`src/rtl/char_rx.sv`:
```
// rtl/char_rx.sv - serial character receiver, 1 start / 8 data MSB first / 1 stop
//
// Ports:
//   i_clk        sample clock (23.04 MHz)
//   i_rst        asynchronous active-low reset
//   i_rx         serial line, idle high, asynchronous to i_clk
//   i_baud       baud code, latched when a start bit is detected
//   o_char       last good byte, held until the next good frame
//   o_valid      one-cycle strobe, o_char updated
//   o_frame_err  one-cycle strobe, stop bit sampled low
//   o_busy       high whenever the receiver is not idle
//
// Build option CHAR_RX_MAJORITY_EN: each start/data/stop sample is the 2-of-3
// majority around the nominal sample cycle, with the decision one cycle later.

module char_rx (
  input  logic       i_clk,
  input  logic       i_rst,
  input  logic       i_rx,
  input  logic [2:0] i_baud,
  output logic [7:0] o_char,
  output logic       o_valid,
  output logic       o_frame_err,
  output logic       o_busy
);

  typedef enum logic [2:0] {
    S_IDLE,
    S_START,
    S_DATA,
    S_STOP,
    S_WAIT_HIGH
  } state_e;

  state_e      state_q, state_d;
  logic [12:0] cnt_q, cnt_d;
  logic [12:0] period_q, period_d;
  logic [2:0]  bit_q, bit_d;
  logic [7:0]  sr_q, sr_d;
  logic [7:0]  char_q, char_d;
  logic        valid_q, valid_d;
  logic        ferr_q, ferr_d;
  logic        busy_q;
  logic        sync1_q, rx_s_q;

  logic [12:0] baud_period;
  logic        smp;
  logic        start_hit;
  logic        bit_hit;

  // Bit period in sample-clock cycles for each baud code.
  always_comb begin
    baud_period = 13'd4800;
    case (i_baud)
      3'd0:    baud_period = 13'd100;
      3'd1:    baud_period = 13'd200;
      3'd2:    baud_period = 13'd400;
      3'd3:    baud_period = 13'd600;
      3'd4:    baud_period = 13'd1200;
      3'd5:    baud_period = 13'd2400;
      default: baud_period = 13'd4800;
    endcase
  end

`ifdef CHAR_RX_MAJORITY_EN
  logic rx_d1_q, rx_d2_q;

  always_ff @(posedge i_clk or negedge i_rst) begin
    if (!i_rst) begin
      rx_d1_q <= 1'b1;
      rx_d2_q <= 1'b1;
    end else begin
      rx_d1_q <= rx_s_q;
      rx_d2_q <= rx_d1_q;
    end
  end

  // Decision cycle is one after the nominal sample, so the window is
  // {nominal-1, nominal, nominal+1} = {rx_d2, rx_d1, rx_s}. The start decision
  // waits for counter==H; since the counter restarts one cycle late after each
  // decision, data/stop decisions still land on counter==P-1.
  assign smp       = (rx_s_q & rx_d1_q) | (rx_s_q & rx_d2_q) | (rx_d1_q & rx_d2_q);
  assign start_hit = (cnt_q == (period_q >> 1));
  assign bit_hit   = (cnt_q == (period_q - 13'd1));
`else
  assign smp       = rx_s_q;
  assign start_hit = (cnt_q == ((period_q >> 1) - 13'd1));
  assign bit_hit   = (cnt_q == (period_q - 13'd1));
`endif

  always_comb begin
    state_d  = state_q;
    cnt_d    = cnt_q + 13'd1;
    period_d = period_q;
    bit_d    = bit_q;
    sr_d     = sr_q;
    char_d   = char_q;
    valid_d  = 1'b0;
    ferr_d   = 1'b0;

    case (state_q)
      S_IDLE: begin
        cnt_d = '0;
        if (!rx_s_q) begin
          period_d = baud_period;
          state_d  = S_START;
        end
      end

      S_START: begin
        if (start_hit) begin
          cnt_d = '0;
          if (!smp) begin
            bit_d   = '0;
            state_d = S_DATA;
          end else begin
            // Line went back high before mid-start: glitch, not a frame.
            state_d = S_IDLE;
          end
        end
      end

      S_DATA: begin
        if (bit_hit) begin
          cnt_d = '0;
          sr_d  = {sr_q[6:0], smp};
          bit_d = bit_q + 3'd1;
          if (bit_q == 3'd7) begin
            state_d = S_STOP;
          end
        end
      end

      S_STOP: begin
        if (bit_hit) begin
          cnt_d = '0;
          if (smp) begin
            char_d  = sr_q;
            valid_d = 1'b1;
            state_d = S_IDLE;
          end else begin
            ferr_d  = 1'b1;
            state_d = S_WAIT_HIGH;
          end
        end
      end

      S_WAIT_HIGH: begin
        // Hold off through a break so a held-low line is not taken as a start.
        cnt_d = '0;
        if (rx_s_q) begin
          state_d = S_IDLE;
        end
      end

      default: begin
        cnt_d   = '0;
        state_d = S_IDLE;
      end
    endcase
  end

  always_ff @(posedge i_clk or negedge i_rst) begin
    if (!i_rst) begin
      sync1_q  <= 1'b1;
      rx_s_q   <= 1'b1;
      state_q  <= S_IDLE;
      cnt_q    <= '0;
      period_q <= '0;
      bit_q    <= '0;
      sr_q     <= '0;
      char_q   <= '0;
      valid_q  <= 1'b0;
      ferr_q   <= 1'b0;
      busy_q   <= 1'b0;
    end else begin
      sync1_q  <= i_rx;
      rx_s_q   <= sync1_q;
      state_q  <= state_d;
      cnt_q    <= cnt_d;
      period_q <= period_d;
      bit_q    <= bit_d;
      sr_q     <= sr_d;
      char_q   <= char_d;
      valid_q  <= valid_d;
      ferr_q   <= ferr_d;
      busy_q   <= (state_d != S_IDLE);
    end
  end

  assign o_char      = char_q;
  assign o_valid     = valid_q;
  assign o_frame_err = ferr_q;
  assign o_busy      = busy_q;

endmodule
```
`config.mk`:
```
export PLATFORM = sky130hd
export DESIGN_NAME = char_rx
export DESIGN_NICKNAME = d
export VERILOG_FILES = /design/src/rtl/char_rx.sv
export SDC_FILE = /design/constraint.sdc
export NUM_CORES = 1
export LEC_CHECK = 0
export CAP_MARGIN = 20
export CORE_ASPECT_RATIO = 1.2
export CORE_MARGIN = 5
export CORE_UTILIZATION = 60
export CTS_CLUSTER_DIAMETER = 40
export DETAILED_ROUTE_END_ITERATION = 10
export PLACE_DENSITY_LB_ADDON = 0.3
export SLEW_MARGIN = 20
export SYNTH_ARGS = -nofsm -noshare
export SYNTH_HDL_FRONTEND = slang
export SYNTH_SLANG_ARGS = --single-unit
```
`constraint.sdc`:
```
create_clock -name i_clk -period 4.53 [get_ports i_clk]
set_input_delay 0.906 -clock i_clk [delete_from_list [all_inputs] [get_ports i_clk]]
set_output_delay 0.906 -clock i_clk [all_outputs]
set_load 0.02 [all_outputs]
```
# Yosys cells after proc, flatten, opt, wreduce, memory -nomap -nowiden
# Cells that the tools add are included.
# W data, S select, Z words.
# word_totals
register_bits	53
in_bits	6
output_inout_bits	11
elab_cells	63
# op_classes
addsub	4
eq_ne	15
muxes	23
bitwise	1
n_reduce_logical	9
# op_table
cell	count
$pmux W13 S6	1
$mux W3	10
$eq A13 B13 Y1	2
$mux W13	2
$pmux W13 S2	1
$pmux W3 S5	1
$add A13 B1 Y13 const B	1
$sub A12 B1 Y13 const B	1
$sub A13 B1 Y13 const B	1
$eq A3 B2 Y1 const B	4
$eq A3 B3 Y1 const B	4
$eq A3 B1 Y1 const B	2
$logic_not A3 Y1	2
$mux W1	6
$ne A2 B2 Y1 const B	3
$pmux W3 S2	1
$reduce_and A2 Y1	2
$reduce_and A4 Y1	1
$add A3 B1 Y3 const B	1
$reduce_and A3 Y1	1
$reduce_bool A3 Y1	1
$mux W2	1
$reduce_bool A2 Y1	1
$reduce_or A2 Y1	1
$not A1 Y1	1

# Depth between registers and ports, before layout
# logic_depth
depth_word	5
depth_mapped	11
depth_no_buf	9

# Worst setup path before layout
# No wires, ideal clock.
# synth_timing
kind	register to register
startpoint	register period_q[2]
endpoint	register char_q[0], in the netlist o_char[0]
setup_ns	0.125
arrival_time_ns	2.809
t_required_ns	4.405
setup_slack_ns	1.596
stages_incl_launch_ff	12
path_buffers	2
period_less_slack_ns	2.934
path_cell_list	dfrtp_1 buf_6 inv_1 ha_1 or3b_4 or3_4 xnor2_1 o2111a_2 nand4_4 or3_1 buf_6 mux2_4
# synth_via
elab_chain_len	3
# synth_rtl
item	line_no	source
from (decl)	37	logic [12:0] period_q, period_d;
from (signal assigned)	181	period_q <= period_d;
$sub A13 B1 Y13	88	assign bit_hit = (cnt_q == (period_q - 13'd1));
$eq A13 B13 Y1	88	
$reduce_and A3 Y1 (no source line)	-	
to (signal assigned)	184	char_q <= char_d;
to (decl)	40	logic [7:0] char_q, char_d;
# Every way passes these cells.
# A chain may end at the register's enable or synchronous reset.

# Worst setup path after layout
# layout_timing
startpoint	register period_q[2]
endpoint	register char_q[3], in the netlist o_char[3]
# The elaborated chain is that of the path after synthesis.

==> impl_metrics.csv <==
group,metric,value,unit
drt,wl_per_cell,15.3,µm
cts,insertion_delay,0.30,ns
timing,max_freq,0.307,GHz
power_and_ir_drop,ir_drop,327,µV
layout,nFillCells,391,
worst_setup_path,critical_path_required,4.72,ns
worst_setup_path,r2r_slack,1.27,ns
power_and_ir_drop,p_comb_share,41.8,%
logic_synthesis,yosysWarnings,0,
timing,setup_viol,0,
worst_setup_path,path_class,"reg2reg",
power_and_ir_drop,p_clk_share,18.3,%
worst_setup_path,r2r_start,"period_q[2]",
worst_setup_path,r2r-end,"o_char[3]",
global_route,grt_pass1_wl,9540,µm
logic_synthesis,yosysTopAreaCell,"dfrtp_1",
logic_synthesis,syn_area,0.00311,mm²
logic_synthesis,synth_edf_count,0,
run_status,status,"finished, final reports clean",
power_and_ir_drop,power_density,526,mW/mm²
timing,worst_pin_slew,0.749,ns
global_route,antenna_found_initial,0,
cts,post-cts-setup-buffers,0,
drt,postRouteAntennaNets,0,
timing,finalCritPeriodShare,72.0,%
cts,cts_sinks,51,
timing,fin_setup_tns,0,ns
placed_design,place.gp.congestion,0.914,
power_and_ir_drop,power.leakage,1.47,nW
cts,hold_buffers,0,
logic_synthesis,ys_types,64,
worst_setup_path,critPathCaptureType,"register",
worst_setup_path,crit_family,"simple AND/OR/NAND/NOR gates",
placed_design,dp_hpwl,4030,µm
drt,drt_pass1_iterations,4,
global_route,track_usage,18.4,%
worst_setup_path,slowest_delay,0.57,ns
power_and_ir_drop,swShare,39.2,%
layout,syn2layout_area_growth,6.47,%
drt,drt_iter0_markers,89,
drt,via_per_inst,5.89,
power_and_ir_drop,p_int,1.06,mW
logic_synthesis,netlist_instances,307,
layout,drive_gt1_share,14.5,%
drt,drc_errors,0,
drt,via_count,2143,
layout,layout.cells.non_filler,364,
logic_synthesis,synthDominantCellAreaShare,39.4,%
floorplanning,rows,28,
power_and_ir_drop,p_seq_share,39.9,%
worst_setup_path,start_kind,"register",
cts,cts_made_buffers,5,
timing,rsz0062_at_grt,"false",
worst_setup_path,cp_cell_sequence,"inv_1 -> ha_1 -> or3b_4 -> or3_4 -> xnor2_1 -> o2111a_2 -> nand4_4 -> or3_1 -> mux2_4",
worst_setup_path,cp_slowest_cell,"or3_1",
cts,clk_pin_slew_worst_paths,0.10,ns
min_path,min_path_cells,0,
logic_synthesis,synth.area.top_cells,"dfrtp_1 39%, xor2_1 4.5%, mux2_4 3.9%, xnor2_1 3.7%, mux2_2 3.6%",
cts,cts_tree,"built",
timing,max-slew-margin-rel,49.6,%
job,maxCapViolCount,0,
logic_synthesis,synth_flop_cell,"dfrtp_1",
logic_synthesis,synth_fp_nets,317,
floorplanning,io_pins,17,
floorplanning,start_util,62.6,%
worst_setup_path,reg2regPathDepth,9,
layout,antenna_cells,0,
cts,post_cts_resized,0,
timing,layout_min_cycle_time,3.26,ns
worst_setup_path,worst-path-buf-inv,1,
worst_setup_path,arrival,3.46,ns
timing,drv_slew,0,
floorplanning,die_area,0.00673,mm²
logic_synthesis,synth_seq_cells,51,
power_and_ir_drop,p_switching,0.683,mW
placed_design,dp.cells,356,
drt,routed_wl,5560,µm
floorplanning,die_height,88.9,µm
global_route,grt_max_degree,52,
floorplanning,core,0.00497,mm²
global_route,grt_overflow,0,
worst_setup_path,worst-path-stages,9,
worst_setup_path,cp-startpoint,"period_q[2]",
cts,cts-root-buf,"clkbuf_8",
power_and_ir_drop,total_power,1.74,mW
min_path,hold_class,"reg2reg",
cts,htree_levels,2,
worst_setup_path,cp-endpoint,"o_char[3]",
global_route,grt_pass1_vias,2084,
logic_synthesis,synth.avg_cell_area,10.1,µm²
floorplanning,die_w,75.7,µm
placed_design,io_buffers,16,
layout,layout.nets,313,
logic_synthesis,yosysSeqAreaShare,41.1,%
timing,hold_violations,0,
cts,clock_path_buffers,2,
timing,fin_worst_skew,0.00628,ns
logic_synthesis,synthArstFlopShare,100,%
worst_setup_path,cp_max_fo,9,
Yosys cell counts, types with 7 or more instances:
cell,count
nor2_1,11
o21ai_0,16
xor2_1,16
a21oi_1,7
nand2b_1,8
mux2_2,10
nor3_1,22
xnor2_1,13
dfrtp_1,49
nand3_1,12
inv_1,10
clkbuf_1,17
mux2_4,8
nand2_1,21
sequential cells by signal (all words and copies together) (netlist names):
name         count
o_valid          1
state_q          3
o_busy           1
sr_q             8
period_q        11
rx_s_q           1
sync1_q          1
o_frame_err      1
cnt_q           13
bit_q            3
o_char           8
cells in the final DEF, fill, tap and decap left out, types with 10 or more instances in the layout:
cell	n
nand2_1	21
nor3_1	22
mux2_2	10
nor2_1	11
xor2_1	16
nand3_1	12
xnor2_1	13
o21ai_0	16
clkdlybuf4s50_1	15
dfrtp_1	49
inv_1	10
power groups by stage:
stage / sequential, mW / clock (mW) / combinational (mW)
2_1_floorplan: 0.578 / 0 / 0.752
3_3_place_gp: 0.697 / 0 / 0.713
3_5_place_dp: 0.702 / 0 / 0.728
4_1_cts: 0.693 / 0.329 / 0.732
5_1_grt: 0.716 / 0.344 / 0.811
6_report: 0.695 / 0.319 / 0.729
area by class of cell:
type	instances	area, µm²	area share (%)
Multi-Input combinational cell	218	1640	49.5
Clock inverter	3	46.3	1.40
Tap cell	60	75.1	2.27
Timing Repair Buffer	17	165	4.98
Inverter	10	37.5	1.13
Clock buffer	5	68.8	2.08
Sequential cell	51	1280	38.6
kinds of logic (layout without fill, tap and decap cells):
group,after synthesis,after routing,synth area share (%)
AO/OA/AOI/OAI,46,46,10.1
XOR/XNOR,33,33,11.1
adder cells (fa/ha/maj),4,4,1.61
buffers and inverters,38,35,6.15
flip-flops,51,51,41.1
multiplexers,19,19,7.80
AND/OR/NAND/NOR,116,116,22.1
stage by stage:
step	setup WS, ns	area (µm²)	util, %	hold WS [ns]
floorplan	1.60	3110	-	0.345
finish	1.27	3310	66.6	0.363
global route	1.11	3310	66.6	0.369
detailed placement	1.28	3200	64.2	0.349
global placement	1.38	3200	64.2	0.346
CTS	1.26	3310	66.5	0.363
per-layer routing:
layer	global-route usage [%]	vias up	share of wire, %
li1	-	1069	-
met1	23.6	1029	46
met2	31.1	36	49
met3	3.71	9	3.7
met4	5.72	0	1.8
met5	0	-	0
worst min path at each step:
stage / startpoint / endpoint / slack (ns)
after floorplan: sync1_q / rx_s_q / 0.35
after global placement: sync1_q / rx_s_q / 0.35
after detailed placement: sync1_q / rx_s_q / 0.35
after CTS: sync1_q / rx_s_q / 0.36
after global routing: sync1_q / rx_s_q / 0.37
final: sync1_q / rx_s_q / 0.36
(Power assumes the default switching activity.)
